### src/rtl/id_ex_stage.sv
// ID/EX pipeline register with operand bypass and a valid/ready handshake.
// Optional define ID_EX_HOLD_SNOOP_EN keeps stalled operands current from the writeback bus.
module id_ex_stage (
   input  logic        clk,
   input  logic        reset,
   input  logic        flush,
   input  logic        in_valid,
   output logic        in_ready,
   input  logic        in_i,
   input  logic [3:0]  in_af,
   input  logic [4:0]  in_rs,
   input  logic [4:0]  in_rt,
   input  logic [31:0] in_rd_a,
   input  logic [31:0] in_rd_b,
   input  logic [31:0] in_imm,
   input  logic [4:0]  in_dst,
   input  logic        in_wr,
   input  logic        fwd_mem_wr,
   input  logic [4:0]  fwd_mem_dst,
   input  logic [31:0] fwd_mem_data,
   input  logic        fwd_wb_wr,
   input  logic [4:0]  fwd_wb_dst,
   input  logic [31:0] fwd_wb_data,
   output logic        out_valid,
   input  logic        out_ready,
   output logic        i,
   output logic [31:0] SrcA,
   output logic [31:0] SrcB,
   output logic [3:0]  af,
   output logic [4:0]  out_dst,
   output logic        out_wr
);

   localparam int unsigned DW = 32;
   localparam int unsigned RW = 5;

   logic          capture;
   logic [DW-1:0] opa;
   logic [DW-1:0] opb;

`ifdef ID_EX_HOLD_SNOOP_EN
   logic [RW-1:0] rs_q;
   logic [RW-1:0] rt_q;
`endif

   assign in_ready = (!out_valid || out_ready) && !flush;
   assign capture  = in_valid && in_ready;

   // Bypass select: EX/MEM result beats MEM/WB, register 0 is never bypassed.
   always_comb begin
      opa = in_rd_a;
      opb = in_rd_b;
      if (fwd_mem_wr && fwd_mem_dst == in_rs && in_rs != RW'(0))
         opa = fwd_mem_data;
      else if (fwd_wb_wr && fwd_wb_dst == in_rs && in_rs != RW'(0))
         opa = fwd_wb_data;
      if (fwd_mem_wr && fwd_mem_dst == in_rt && in_rt != RW'(0))
         opb = fwd_mem_data;
      else if (fwd_wb_wr && fwd_wb_dst == in_rt && in_rt != RW'(0))
         opb = fwd_wb_data;
   end

   always_ff @(posedge clk or posedge reset) begin
      if (reset) begin
         out_valid <= 1'b0;
         i         <= 1'b0;
         SrcA      <= '0;
         SrcB      <= '0;
         af        <= 4'b0000;
         out_dst   <= '0;
         out_wr    <= 1'b0;
`ifdef ID_EX_HOLD_SNOOP_EN
         rs_q      <= '0;
         rt_q      <= '0;
`endif
      end else if (flush) begin
         out_valid <= 1'b0;
         out_wr    <= 1'b0;
      end else if (capture) begin
         out_valid <= 1'b1;
         i         <= in_i;
         SrcA      <= opa;
         SrcB      <= in_i ? in_imm : opb;
         af        <= in_af;
         out_dst   <= in_dst;
         out_wr    <= in_wr;
`ifdef ID_EX_HOLD_SNOOP_EN
         rs_q      <= in_rs;
         // An immediate instruction has no rt operand; zero disables its snoop.
         rt_q      <= in_i ? RW'(0) : in_rt;
`endif
      end else if (out_valid && out_ready) begin
         out_valid <= 1'b0;
`ifdef ID_EX_HOLD_SNOOP_EN
      end else if (out_valid) begin
         // Stalled: pick up writebacks that would otherwise be missed.
         if (fwd_wb_wr && fwd_wb_dst == rs_q && rs_q != RW'(0))
            SrcA <= fwd_wb_data;
         if (fwd_wb_wr && fwd_wb_dst == rt_q && rt_q != RW'(0))
            SrcB <= fwd_wb_data;
`endif
      end
   end

endmodule
### config.mk
export PLATFORM = sky130hd
export DESIGN_NAME = id_ex_stage
export DESIGN_NICKNAME = d
export VERILOG_FILES = /design/src/rtl/id_ex_stage.sv
export SDC_FILE = /design/constraint.sdc
export NUM_CORES = 1
export LEC_CHECK = 0
export ABC_AREA = 1
export BUFFER_PORTS_ARGS = -buffer_cell sky130_fd_sc_hd__buf_2
export CORE_MARGIN = 1
export CORE_UTILIZATION = 30
export DETAILED_ROUTE_END_ITERATION = 16
export HOLD_SLACK_MARGIN = 0.1
export PLACE_DENSITY = 0.57
export REMOVE_ABC_BUFFERS = 1
export SYNTH_ARGS = -nofsm -noshare
export SYNTH_HDL_FRONTEND = slang
export SYNTH_SLANG_ARGS = --single-unit
### constraint.sdc
create_clock -name clk -period 6.3 [get_ports clk]
set_clock_uncertainty 0.1 [all_clocks]
set_input_delay 0.945 -clock clk [delete_from_list [all_inputs] [get_ports clk]]
set_output_delay 0.945 -clock clk [all_outputs]
set_load 0.01 [all_outputs]
==> summary.txt <==
Power
  • Gate power share: 29.7%
  • PD cells: 209.0 nW/um^2
  • P_sw: 541.8 uW
  • Register share of total power: 37.6%
  • Internal: 1.080 mW
  • Switch share: 33.40%
  • Leak Pwr: 4.863 nW
  • Clk pwr share: 32.7%
  • Peak VDD IR: 97.49 uV

Setup path
  • Worst Path Max Fanout: 33
  • Critical path type: input port to register
  • Critical path startpoint category: input port
  • Crit path DAT: 3.48 ns
  • Critical-path cell list: buf_2 -> inv_2 -> nand2_1 -> nand2_1 -> nand2_1 -> nor2_4 -> nand2_2 -> nand2_1 -> nand3_1 -> nand2_1 -> nand2_1 -> nand2_1
  • Top cell by count, worst path: nand2_1
  • Reg-to-reg slack, setup: 4.18 ns
  • Crit end category: register
  • CP peak stage delay: 0.81 ns
  • Slowest-stage cell, CP: nor2_4
  • Required @ worst endpoint: 6.47 ns

Hold path
  • Hold Crit Class: register to register

Place
  • Input/output buffers: 274
  • Pre-CTS setup slack: 2.676 ns
  • GPL Wtd Cong: 0.8105
  • Hpwl dp: 14,800 um

Routing
  • WL final: 22,200 um
  • Vias per cell: 4.546
  • Post-route ant nets: 0
  • Via count: 6,856
  • TritonRoute pass-1 iters: 5
  • Drt first-iter violations: 394
  • DRC viols: 0
  • DR WL/cell: 14.72 um

STA
  • Fin. max-slew vios: 0
  • Setup ws final: 2.994 ns
  • Max_slew headroom: 28.41%
  • Measured slew at the worst slew-check pin: 1.071 ns
  • Final min period: 3.306 ns
  • Tcrit/Tclk final: 52.48%
  • RSZ-0062 raised after global routing: no
  • Final setup fails: 0
  • Setup TNS: 0 ns
  • Final hold viol count: 0
  • Fmax: 302.5 MHz

Clock tree
  • Worst skew pair latency: 0.33 ns
  • Total CTS buffers: 9
  • Clk pin slew, worst setup/hold paths: 0.06 ns
  • Clock Tree Root: clkbuf_16
  • Hold-fix buffers at CTS: 0
  • Clock tree buffer depth: 2
  • Htree depth: 3
  • TritonCTS clock tree: done
  • Sink Count: 76
  • Post_cts resized: 0
  • Number of setup buffers added after CTS: 0

Synth
  • Library cells used by synthesis: 21
  • Yosys warnings: 0
  • Mapped Cells: 1,008
  • Syn Area/Cell: 5.954 um^2
  • Cell area after synthesis: 6002 um^2
  • Flops & latches, synth: 76
  • Sequential area share after synthesis: 31.69%

Die
  • IO Pins: 275
  • Num rows: 51
  • Core area: 19,530 um^2
  • Die area: 20,580 um^2
  • Chip height: 143.4 um
  • Die W: 143.4 um
  • Starting Density: 30.74%

Global routing
  • Total GRT Usage: 21.45%
  • First-pass GRT wire length: 33,630 um
  • Total gr overflow: 0
  • Vias in the first global route: 6,305
  • Initial antenna violation count: 2
  • Largest net degree at the start of global routing: 76

Run status
  • Status: finished, final reports clean

Run
  • Max cap viols: 0

Finish
  • # nets final: 1,436
  • Layout cell share with drive strength beyond 1: 28.50%
  • P&R area growth vs syn: 29.29%
  • Commonest cells after routing, fill and taps aside: 330 x nand2_1, 274 x buf_2, 199 x nand3_1, 174 x inv_1, 76 x dfrtp_1
  • Commonest non-fill, non-tap cell in the layout: nand2_1
[worst max-delay path: cells and delay by family]
| kind | cells | cell delay [ns] |
|---|---|---|
| buffers and inverters | 2 | 0.19 |
| AND/OR/NAND/NOR | 10 | 2.32 |
[metrics by stage]
stage	total power [mW]	utilization [%]	cell area (um^2)	std cells	hold slack, ns
2_1_floorplan	0.8692	-	5702	949	0.4154
3_3_place_gp	1.098	38.24	7466	1492	0.3582
3_5_place_dp	1.101	38.24	7466	1492	0.3596
4_1_cts	1.642	39.73	7757	1507	0.3768
5_1_grt	1.724	39.74	7760	1508	0.3948
6_report	1.622	39.74	7760	1508	0.3748
[power by group through the flow]
stage          logic (mW)  clock network [mW]  registers, mW
3_3_place_gp        0.481                   0          0.617
2_1_floorplan       0.220                   0          0.650
5_1_grt             0.542               0.564          0.618
3_5_place_dp        0.486                   0          0.615
4_1_cts             0.487               0.545          0.609
6_report            0.482               0.530          0.610
[sequential cells by signal, indices dropped and copies added (netlist names)]
register,cells
SrcA,32
out_valid,1
i,1
af,4
out_dst,5
out_wr,1
SrcB,32
[kinds of logic (layout without fill, tap and decap cells)]
logic type / count (synthesis) / count (layout) / share of synthesized area, %
AOI/OAI and AO/OA: 36 / 36 / 4.399
DFF: 76 / 76 / 31.69
other: 0 / 1 / 0
buffers and inverters: 247 / 481 / 16.76
xor gates and xnor gates: 2 / 2 / 0.2919
and+or+nand+nor: 647 / 647 / 46.86
[layer usage]
layer	global-route usage [%]	up-vias	routed length, um
li1	-	3502	-
met1	27.72	3088	9901
met2	36.64	252	10570
met3	4.065	14	1515
met4	5.151	0	217
met5	0	-	0
[layout make-up]
class	count	area, um^2
fillers	2225	11770
multi-input cells	685	3124
flip-flops and latches	76	1902
repair buffers	278	1401
inverters	188	706.9
well taps	265	331.6
clock buffers	10	239.0
clock inverters	5	52.55
diodes	1	2.502
[cells in the mapped netlist]
master	number	area share, %
buf_2	33	2.8
nor2_1	68	4.3
a21boi_1	30	3.8
or2_2	32	3.3
nand2_1	332	21
inv_1	176	11
nand2_2	3	0.31
buf_4	10	1.3
nor2_2	7	0.73
nand3_1	199	17
clkbuf_1	11	0.69
a21boi_0	2	0.25
a21oi_1	2	0.17
dfrtp_1	76	32
a22o_1	1	0.15
o21ai_0	1	0.083
nor2_4	3	0.56
buf_1	5	0.31
xnor2_1	2	0.29
nand4_1	3	0.31
inv_2	12	0.75
[worst paths after layout]
kind,depth (start not counted),to,startpoint
worst max-delay path,12,SrcB[13]$_DFFE_PP0P_,in_rt[4]
worst min-delay path,2,out_dst[4]$_DFFE_PP0P_,out_dst[4]$_DFFE_PP0P_
worst max register to register,8,SrcA[0]$_DFFE_PP0P_,out_valid$_DFFE_PP0P_
worst min register to register,2,out_dst[4]$_DFFE_PP0P_,out_dst[4]$_DFFE_PP0P_
max in group asynchronous,3,SrcA[21]$_DFFE_PP0P_,reset
min in group asynchronous,2,i$_DFFE_PP0P_,reset
No activity file was read; power rests on OpenSTA's default activity.
